**src/rtl/bloco_operativo_mac.sv**
```systemverilog
// Parametrised operative block: resultado = (+/-A +/-B +/-C) * K mod 2^WIDTH, with its own control FSM.
// Optional BLOCO_MAC_EARLY_EXIT_EN ends the multiply phase as soon as the remaining multiplier bits are zero.
module bloco_operativo_mac #(
    parameter int WIDTH  = 16,
    parameter int KWIDTH = 8
) (
    input  logic              clk,
    input  logic              rst_n,
    input  logic              start,
    input  logic [WIDTH-1:0]  A,
    input  logic [WIDTH-1:0]  B,
    input  logic [WIDTH-1:0]  C,
    input  logic [KWIDTH-1:0] K,
    input  logic [2:0]        modo,
    output logic              busy,
    output logic              done,
    output logic [WIDTH-1:0]  resultado
);

    localparam int CW = $clog2(KWIDTH + 1);
    localparam logic [CW-1:0] CNT_LAST = CW'(KWIDTH - 1);

    typedef enum logic [2:0] {
        IDLE,
        ACC_B,
        ACC_C,
        MUL,
        FIM
    } state_t;

    state_t            state_q, state_d;
    logic [WIDTH-1:0]  h_q, h_d;
    logic [KWIDTH-1:0] x_q, x_d;
    logic [WIDTH-1:0]  s_q, s_d;
    logic [CW-1:0]     cnt_q, cnt_d;
    logic [WIDTH-1:0]  res_q, res_d;
    logic              done_q, done_d;
    logic [WIDTH-1:0]  b_q, b_d;
    logic [WIDTH-1:0]  c_q, c_d;
    logic [1:0]        sub_q, sub_d;

    always_ff @(posedge clk or negedge rst_n) begin
        if (!rst_n) begin
            state_q <= IDLE;
            h_q     <= '0;
            x_q     <= '0;
            s_q     <= '0;
            cnt_q   <= '0;
            res_q   <= '0;
            done_q  <= 1'b0;
            b_q     <= '0;
            c_q     <= '0;
            sub_q   <= '0;
        end else begin
            state_q <= state_d;
            h_q     <= h_d;
            x_q     <= x_d;
            s_q     <= s_d;
            cnt_q   <= cnt_d;
            res_q   <= res_d;
            done_q  <= done_d;
            b_q     <= b_d;
            c_q     <= c_d;
            sub_q   <= sub_d;
        end
    end

    // done is registered on the FIM exit edge so it coincides with the new resultado.
    always_comb begin
        state_d = state_q;
        h_d     = h_q;
        x_d     = x_q;
        s_d     = s_q;
        cnt_d   = cnt_q;
        res_d   = res_q;
        done_d  = 1'b0;
        b_d     = b_q;
        c_d     = c_q;
        sub_d   = sub_q;
        case (state_q)
            IDLE: begin
                if (start) begin
                    h_d     = modo[0] ? ({WIDTH{1'b0}} - A) : A;
                    x_d     = K;
                    s_d     = '0;
                    cnt_d   = '0;
                    b_d     = B;
                    c_d     = C;
                    sub_d   = modo[2:1];
                    state_d = ACC_B;
                end
            end
            ACC_B: begin
                h_d     = sub_q[0] ? (h_q - b_q) : (h_q + b_q);
                state_d = ACC_C;
            end
            ACC_C: begin
                h_d     = sub_q[1] ? (h_q - c_q) : (h_q + c_q);
                state_d = MUL;
`ifdef BLOCO_MAC_EARLY_EXIT_EN
                if (x_q == '0) begin
                    state_d = FIM;
                end
`endif
            end
            MUL: begin
                if (x_q[0]) begin
                    s_d = s_q + h_q;
                end
                h_d   = h_q << 1;
                x_d   = x_q >> 1;
                cnt_d = cnt_q + CW'(1);
                if (cnt_q == CNT_LAST) begin
                    state_d = FIM;
                end
`ifdef BLOCO_MAC_EARLY_EXIT_EN
                if ((x_q >> 1) == '0) begin
                    state_d = FIM;
                end
`endif
            end
            FIM: begin
                res_d   = s_q;
                done_d  = 1'b1;
                state_d = IDLE;
            end
            default: state_d = IDLE;
        endcase
    end

    assign busy      = (state_q != IDLE);
    assign done      = done_q;
    assign resultado = res_q;

endmodule

```
**config.mk**
```make
export PLATFORM = sky130hd
export DESIGN_NAME = bloco_operativo_mac
export DESIGN_NICKNAME = d
export VERILOG_FILES = /design/src/rtl/bloco_operativo_mac.sv
export SDC_FILE = /design/constraint.sdc
export NUM_CORES = 1
export LEC_CHECK = 0
export CAP_MARGIN = 30
export CORE_ASPECT_RATIO = 1.75
export CORE_MARGIN = 2
export CORE_UTILIZATION = 35
export DETAILED_ROUTE_END_ITERATION = 7
export GPL_TIMING_DRIVEN = 0
export PLACE_DENSITY = 0.55
export SLEW_MARGIN = 20
export SYNTH_ARGS = -nofsm -noshare
export SYNTH_HDL_FRONTEND = slang
export SYNTH_SLANG_ARGS = --single-unit
```
**constraint.sdc**
```tcl
create_clock -name clk -period 5.55 [get_ports clk]
set_clock_uncertainty 0.2 [all_clocks]
set_input_delay 1.11 -clock clk [delete_from_list [all_inputs] [get_ports clk]]
set_output_delay 1.11 -clock clk [all_outputs]
set_load 0.01 [all_outputs]
```
### Word level (Yosys, flattened, before mapping)

Index checks and enable logic that the tools add are counted.

| word-level totals | value |
|---|---|
| word-level logic and storage cells | 50 |
| register bits | 98 |
| output and inout port bits | 18 |

| cells by class | value |
|---|---|
| multiplexer cells | 16 |
| reduce and logical (&&, ||, !) cells | 9 |
| add/sub/neg operators | 7 |
| equal/unequal tests | 8 |

Operators with widths:

| operator | number |
|---|---|
| $mux 16 | 6 |
| $pmux 16 s4 | 1 |
| $add 16x16->16 | 3 |
| $pmux 16 s2 | 1 |
| $sub 16x16->16 | 2 |
| $pmux 8 s2 | 1 |
| $sub 1x16->16 const A | 1 |
| $pmux 3 s4 | 1 |
| $mux 8 | 1 |
| $pmux 4 s2 | 1 |
| $reduce_and 2->1 | 4 |
| $eq 3x2->1 const B | 2 |
| $mux 3 | 2 |
| $ne 2x2->1 const B | 3 |
| $add 4x1->4 const B | 1 |
| $eq 4x3->1 const B | 1 |
| $mux 4 | 1 |
| $reduce_bool 4->1 | 1 |
| $eq 3x1->1 const B | 1 |
| $eq 3x3->1 const B | 1 |
| $logic_not 3->1 | 1 |
| $reduce_and 3->1 | 1 |
| $reduce_bool 3->1 | 1 |
| $reduce_bool 2->1 | 1 |
| $mux 1 | 1 |

### Depth between registers and ports, before layout

Gate-level depths: netlist of the first run.

| logic depth | value |
|---|---|
| depth in word-level cells | 4 |
| mapped depth | 16 |
| mapped depth without buffers | 16 |

### Worst setup path before layout of the first run

No wires, ideal clock.

| path | value |
|---|---|
| path type | reg-to-reg |
| from | register state_q[2] |
| to | register h_q[14] |
| period minus slack after synthesis | 4.004 ns |
| setup slack | 1.546 ns |
| data arrival time | 3.672 ns |
| buffers on the path | 3 |
| stages on the path, launching flop included | 17 |
| data required time | 5.218 ns |
| path through | dfrtp_1 buf_4 nor3b_1 clkbuf_1 clkbuf_1 nand2_1 o21ai_0 ha_1 inv_1 fa_1 a211oi_1 o21bai_1 a211oi_1 o31ai_1 xor2_1 a221oi_1 o21ai_1 |

| on the way | value |
|---|---|
| longest elaborated chain between the ends | 3 |
| elaborated cells between the ends (all ways) | 8 |
| classes of those cells | eq/ne: 4; mux: 1; reduce/logical: 3 |

Ends and longest elaborated chain:

| item | RTL line | text |
|---|---|---|
| start, declared | 31 | `state_t state_q, state_d;` |
| start signal, assigned | 55 | `state_q <= state_d;` |
| $eq 3x2->1, or another cell as far along | 80 | `case (state_q)` |
| $reduce_bool 4->1 (no source line) / $ne 2x2->1 (equally long branches) | -- |  |
| $reduce_and 2->1 (no source line) | -- |  |
| end signal, assigned | 45 | `h_q <= '0;` |
| end signal, assigned | 56 | `h_q <= h_d;` |
| end, declared | 32 | `logic [WIDTH-1:0] h_q, h_d;` |

Parallel ways exist; a longest one is shown, timed or not.
A chain may end at the register's enable or synchronous reset.

### Worst setup path in the final report of the first run

| path | value |
|---|---|
| from | register state_q[2] |
| to | register h_q[8] |

The elaborated chain is that of the path after synthesis.

==> flow_summary.yaml, run 1 <==
pwr:
  p_sw_mw: 2.63
  p_comb_share_pct: 64.5
  swShare_pct: 46.6
  p_int_mw: 3.01
  clkPwrFrac_pct: 12.0
  power.leakage_nw: 3.44
  pwr-share-seq_pct: 23.5
  peakVddDrop_mv: 0.299
  pwr_density_cell_nw_per_um2: 717
critical_path:
  path_max_fanout: 10
  path_class: "reg2reg"
  required_ps: 5560
  cp-end-kind: "register"
  r2r_slack_ps: 860
  startpoint: "state_q[2]$_DFFE_PN0P_"
  arrival_ps: 4690
  reg2reg_from: "state_q[2]$_DFFE_PN0P_"
  r2r_cells: 16
  worstReg2RegEnd: "h_q[8]$_DFFE_PN0P_"
  start_kind: "register"
grt:
  track_usage_pct: 19.5
  overflow: 0
  grt_pass1_vias: 5777
  grt_pass1_wl_microns: 29200
  grt_max_degree: 59
  antenna_found_initial: 0
flow_run:
  max_cap_violations: 0
clock_tree:
  hold_buffers: 0
  cts_setup_buffers: 0
  clock-root-buffer: "clkbuf_16"
  ctsResizeCount: 0
  clk_pin_slew_ps: 70
  cts_sinks: 98
  clock_latency_ps: 360
  htree_num_levels: 3
  cts_buffer_depth: 2
  cts_made_buffers: 9
  cts_tree: "yes"
drt:
  dr_total_vias: 5535
  wl_per_cell_microns: 17.9
  ant_nets: 0
  drc: 0
  wl_met3_microns: 498
  wirelength_microns: 18400
  highest_layer: "met4"
  drt_iter0_drc: 259
  vias_per_cell: 5.38
  wl_met2_microns: 10500
  wl_met1_microns: 6630
  firstDrtPassIters: 5
outcome:
  status: "finished, final reports clean"
placement:
  dpl.hpwl_microns: 14900
  placed_area_sq_um: 7560
  dp_slack_ps: 398
  io_buffers: 79
  dp_cells: 1015
  gp_congestion: 0.904
timing:
  hold_viol: 0
  worst_pin_slew_ps: 714
  slew_violations: 0
  period_share_pct: 84.4
  relSlewSlack_pct: 52.2
  rsz0062_at_grt: "no"
  finalWorstSetupSlack_ps: 864
  fin_crit_ps: 4690
  setup_tns_ps: 0
  setup_violations: 0
  fmax_mhz: 213
final_layout:
  nFillCells: 1814
  num_antenna_cells: 0
  fin_nets: 890
  final_cells: 1029
  syn2layout_area_growth_pct: 22.2
  final_layout_size_suffix_gt1_share_pct: 6.29
  design_area_sq_um: 7870
floorplanning:
  initial_core_util_pct: 35.7
  core_sq_um: 18100
  rows: 65
  die_y_microns: 183
  io-pin-count: 80
  die-width_microns: 107
  dieArea_sq_um: 19600
logic_synthesis:
  synth_cells: 701
  synth_cell_types: 64
  syn_nets: 799
  yosys_warnings: 0
  yosysSeqAreaShare_pct: 38.1
  synthesis.area_sq_um: 6440
  synth_ff_type: "dfrtp_1"
  synth-seq-cells: 98
  ys_async_sr_fraction_pct: 100
  avgSynthCellArea_sq_um: 9.19
  synth-edff-count: 0
worst_hold_path:
  min-delay-start: "x_q[3]$_DFFE_PN0P_"
  hold_path_class: "reg2reg"
  hold_path_end: "x_q[3]$_DFFE_PN0P_"
  timing.hold.worst_path_depth: 2
-- through the flow --
step                      hold WS [ps]  total power, mW  util [%]
after CTS                          279             5.66      43.6
after global placement             254             4.86      41.7
final                              281             5.65      43.6
after detailed placement           268             4.97      41.9
after floorplan                    237             4.00         -
after global routing               302             6.17      43.6
-- power groups by stage --
stage / logic [mW] / registers, mW / clock network, mW
finish: 3.64 / 1.33 / 0.676
global route: 4.08 / 1.37 / 0.721
CTS: 3.65 / 1.33 / 0.689
detailed placement: 3.63 / 1.34 / 0
global placement: 3.53 / 1.33 / 0
floorplan: 2.76 / 1.24 / 0
-- cell usage after synthesis (3+ instances only) --
library cell | count | area share (%)
nand3_1 | 9 | 0.70
nor2b_1 | 7 | 0.68
a221oi_1 | 11 | 1.5
o21ai_0 | 49 | 3.8
or3_1 | 5 | 0.49
mux2_2 | 20 | 3.5
xnor2_1 | 22 | 3.0
mux2_1 | 23 | 4.0
or2_2 | 3 | 0.29
xor2_1 | 40 | 5.4
a211o_1 | 3 | 0.41
a22oi_1 | 7 | 0.82
dfrtp_1 | 98 | 38
nor4_1 | 4 | 0.39
inv_1 | 18 | 1.0
buf_2 | 4 | 0.31
a211oi_1 | 4 | 0.47
nor2_1 | 45 | 2.6
a21oi_1 | 48 | 3.7
nand2_1 | 78 | 4.5
mux2i_1 | 4 | 0.62
and2_1 | 4 | 0.39
buf_1 | 4 | 0.23
o31ai_1 | 9 | 1.0
a21o_1 | 19 | 2.2
clkbuf_1 | 22 | 1.3
nand3b_1 | 9 | 1.0
o21bai_1 | 3 | 0.35
a31oi_1 | 7 | 0.68
and3_1 | 3 | 0.29
ha_1 | 34 | 6.6
nand2b_1 | 3 | 0.29
o21ai_1 | 26 | 2.0
nor3_1 | 15 | 1.2
-- kinds of logic after synthesis --
| kind of cell | count (synthesis) | share of synthesized area, % |
|---|---|---|
| mux | 47 | 8.14 |
| buf+inv | 50 | 3.16 |
| compound gates | 204 | 19.4 |
| xor+xnor | 62 | 8.43 |
| simple gates | 204 | 15.6 |
| fa+ha+maj | 36 | 7.22 |
| flops | 98 | 38.1 |
-- how the worst max path moves through the flow --
| stage | to | slack, ps | cells past startpoint |
|---|---|---|---|
| 6_report | h_q[8]$_DFFE_PN0P_ | 860 | 16 |
| 5_1_grt | h_q[8]$_DFFE_PN0P_ | 370 | 16 |
| 4_1_cts | h_q[8]$_DFFE_PN0P_ | 400 | 16 |
| 3_5_place_dp | h_q[8]$_DFFE_PN0P_ | 400 | 16 |
| 3_3_place_gp | c_q[2]$_DFFE_PN0P_ | -650 | 1 |
| 2_1_floorplan | h_q[14]$_DFFE_PN0P_ | 1550 | 16 |
-- placed cells by master (no fill, tap or decap), types with 19 or more instances in the layout --
| cell | n |
|---|---|
| a21o_1 | 19 |
| nand2_1 | 78 |
| xor2_1 | 40 |
| ha_1 | 34 |
| o21ai_1 | 26 |
| nor2_1 | 45 |
| clkbuf_1 | 23 |
| o21ai_0 | 49 |
| a21oi_1 | 48 |
| xnor2_1 | 22 |
| dfrtp_1 | 98 |
| mux2_1 | 23 |
| clkdlybuf4s50_1 | 78 |
| mux2_2 | 20 |
-- per-layer routing --
| metal | vias up | track usage [%] |
|---|---|---|
| met3 | 43 | 2.73 |
| met5 | - | 0 |
| li1 | 2708 | - |
| met2 | 114 | 38.3 |
| met1 | 2670 | 19.1 |
| met4 | 0 | 10.2 |
-- worst max-delay path: stages (launching register included) --
cell,delay [ps]
dfrtp_1,370
buf_4,160
nor3b_2,530
clkbuf_1,460
clkbuf_1,350
nand2_1,90
o21ai_0,130
ha_1,240
inv_1,60
fa_1,410
a211oi_1,300
o21bai_1,170
a21bo_1,210
a21o_1,210
xor2_1,150
a221oi_1,390
a21oi_1,120
-- registers in the layout, indices dropped and copies added (netlist names) --
name	count
cnt_q	4
c_q	16
done	1
h_q	16
sub_q	2
state_q	3
resultado	16
s_q	16
x_q	8
b_q	16
-- cell type report --
| cell class | instances | area [sq um] | share of cell area [%] |
|---|---|---|---|
| Sequential cell | 98 | 2450 | 31.1 |
| Multi-Input combinational cell | 553 | 3800 | 48.2 |
| Buffer | 32 | 136 | 1.73 |
| Clock inverter | 3 | 65.1 | 0.826 |
| Clock buffer | 11 | 243 | 3.08 |
| Tap cell | 234 | 293 | 3.72 |
| Timing Repair Buffer | 80 | 820 | 10.4 |
| Inverter | 18 | 67.6 | 0.858 |
Power figures use the tool's default switching activity.
==> inputs of run 2 (changes only) <==
==> constraint.sdc (replaced) <==
create_clock -name clk -period 4.8 [get_ports clk]
set_clock_uncertainty 0.2 [all_clocks]
set_input_delay 0.96 -clock clk [delete_from_list [all_inputs] [get_ports clk]]
set_output_delay 0.96 -clock clk [all_outputs]
set_load 0.01 [all_outputs]
==> flow_summary.yaml, run 2 (same netlist as run 1, synthesis figures left out) <==
critical_path:
  worstReg2RegEnd: "h_q[8]$_DFFE_PN0P_"
  required_ps: 4810
  endpoint: "h_q[8]$_DFFE_PN0P_"
  r2r_cells: 16
  cp.buffers_inverters: 4
  path_max_fanout: 10
  reg2reg_from: "state_q[2]$_DFFE_PN0P_"
  path_class: "reg2reg"
  path_cells: "buf_4, nor3b_4, clkbuf_2, clkbuf_1, nand2_1, o21ai_0, ha_1, inv_1, fa_1, a211oi_1, o21bai_1, a21bo_1, a21o_1, xor2_1, a221oi_1, a21oi_1"
  crit_family: "compound AO/OA/AOI/OAI gates"
  cp-end-kind: "register"
  cp.depth: 16
  start_kind: "register"
  arrival_ps: 4320
  cp_slowest_stage_delay_ps: 410
  startpoint: "state_q[2]$_DFFE_PN0P_"
  crit_path_top_delay_cell: "fa_1"
  r2r_slack_ps: 480
clock_tree:
  clk_pin_slew_ps: 70
  cts_sinks: 98
  clock_latency_ps: 360
  cts_tree: "yes"
  cts_buffer_depth: 2
  cts_made_buffers: 9
  clock-root-buffer: "clkbuf_16"
  htree_num_levels: 3
  hold_buffers: 0
floorplanning:
  dieArea_sq_um: 19600
  initial_core_util_pct: 35.7
  core_sq_um: 18100
  io-pin-count: 80
  die-width_microns: 107
  die_y_microns: 183
  rows: 65
pwr:
  p_comb_share_pct: 64.5
  peakVddDrop_mv: 0.346
  p_total_mw: 6.54
  pwr_density_cell_nw_per_um2: 828
  p_sw_mw: 3.04
  clkPwrFrac_pct: 12.0
  p_int_mw: 3.50
  pwr-share-seq_pct: 23.5
  power.leakage_nw: 3.45
  swShare_pct: 46.5
final_layout:
  final_common_cell: "dfrtp_1"
  final_layout_size_suffix_gt1_share_pct: 6.65
  final_cells: 1031
  num_antenna_cells: 0
  syn2layout_area_growth_pct: 22.5
  nFillCells: 1811
  final_cell_mix: "dfrtp_1 (98), nand2_1 (78), clkdlybuf4s50_1 (78)"
  utilization_pct: 43.7
  fin_nets: 892
timing:
  setup_violations: 0
  rsz0062_at_grt: "no"
  fmax_mhz: 232
  finalWorstSetupSlack_ps: 484
  period_share_pct: 89.9
  slew_violations: 0
  fin_crit_ps: 4320
  relSlewSlack_pct: 48.0
  worst_pin_slew_ps: 777
  hold_viol: 0
placement:
  gp_congestion: 0.904
  dp_slack_ps: -352
  dp_cells: 1015
  dpl.hpwl_microns: 14900
  io_buffers: 79
grt:
  antenna_found_initial: 0
  grt_pass1_wl_microns: 29200
  track_usage_pct: 19.5
  grt_pass1_vias: 5777
  overflow: 0
  grt_max_degree: 59
flow_run:
  max_cap_violations: 0
outcome:
  status: "finished, final reports clean"
worst_hold_path:
  hold_path_class: "reg2reg"
  min-delay-start: "x_q[3]$_DFFE_PN0P_"
drt:
  firstDrtPassIters: 4
  wl_per_cell_microns: 17.8
  drt_iter0_drc: 257
  dr_total_vias: 5542
  vias_per_cell: 5.38
  ant_nets: 0
  drc: 0
  wirelength_microns: 18400
run 2: cell count changes in the layout (fill, tap and decap cells not counted), sizes merged:
cell,previous run,this run
buf,12,14
run 2: power groups by stage:
stage / Clock (mW) / Combinational, mW / Sequential [mW]
final: 0.783 / 4.22 / 1.54
after global routing: 0.834 / 4.73 / 1.59
after CTS: 0.797 / 4.22 / 1.54
after detailed placement: 0 / 4.20 / 1.55
after global placement: 0 / 4.08 / 1.54
after floorplan: 0 / 3.19 / 1.44
run 2: layout make-up:
class | count | area [sq um] | share of cell area [%]
multi-input cells | 553 | 3800 | 48.2
flip-flops and latches | 98 | 2450 | 31.1
repair buffers | 82 | 835 | 10.6
well taps | 234 | 293 | 3.71
clock buffers | 11 | 243 | 3.07
plain buffers | 32 | 138 | 1.74
inverters | 18 | 67.6 | 0.856
clock inverters | 3 | 65.1 | 0.824
run 2: worst min-delay path by stage:
stage / endpoint / slack [ps] / depth (start not counted)
global route: x_q[1]$_DFFE_PN0P_ / 300 / 2
detailed placement: cnt_q[3]$_DFFE_PN0P_ / 270 / 1
finish: x_q[3]$_DFFE_PN0P_ / 280 / 2
global placement: cnt_q[3]$_DFFE_PN0P_ / 250 / 1
CTS: cnt_q[3]$_DFFE_PN0P_ / 280 / 1
floorplan: cnt_q[3]$_DFFE_PN0P_ / 240 / 1
run 2: through the flow:
stage	hold WS [ps]	TNS (ps)	area, sq um
after floorplan	237	0	6440
after global placement	254	-121960	7530
after detailed placement	268	-1110	7560
after CTS	279	0	7870
after global routing	302	0	7900
final	280	0	7900
run 2: timing repair:
action	4_1_cts	5_1_grt
setup buffers	0	2
endpoints found under the setup margin	4	4
resized for setup	1	3
run 2: worst register-to-register path, cell delays in order, from the launching register on:
cell	delay (ps)
dfrtp_1	370
buf_4	170
nor3b_4	330
clkbuf_2	320
clkbuf_1	330
nand2_1	90
o21ai_0	130
ha_1	240
inv_1	60
fa_1	410
a211oi_1	300
o21bai_1	170
a21bo_1	200
a21o_1	210
xor2_1	150
a221oi_1	380
a21oi_1	120
run 2: metal layers:
metal,global-route usage (%),up-vias,wire (microns)
li1,-,2706,-
met1,19.1,2667,6570
met2,38.3,125,10400
met3,2.73,44,541
met4,10.2,0,869
met5,0,-,0
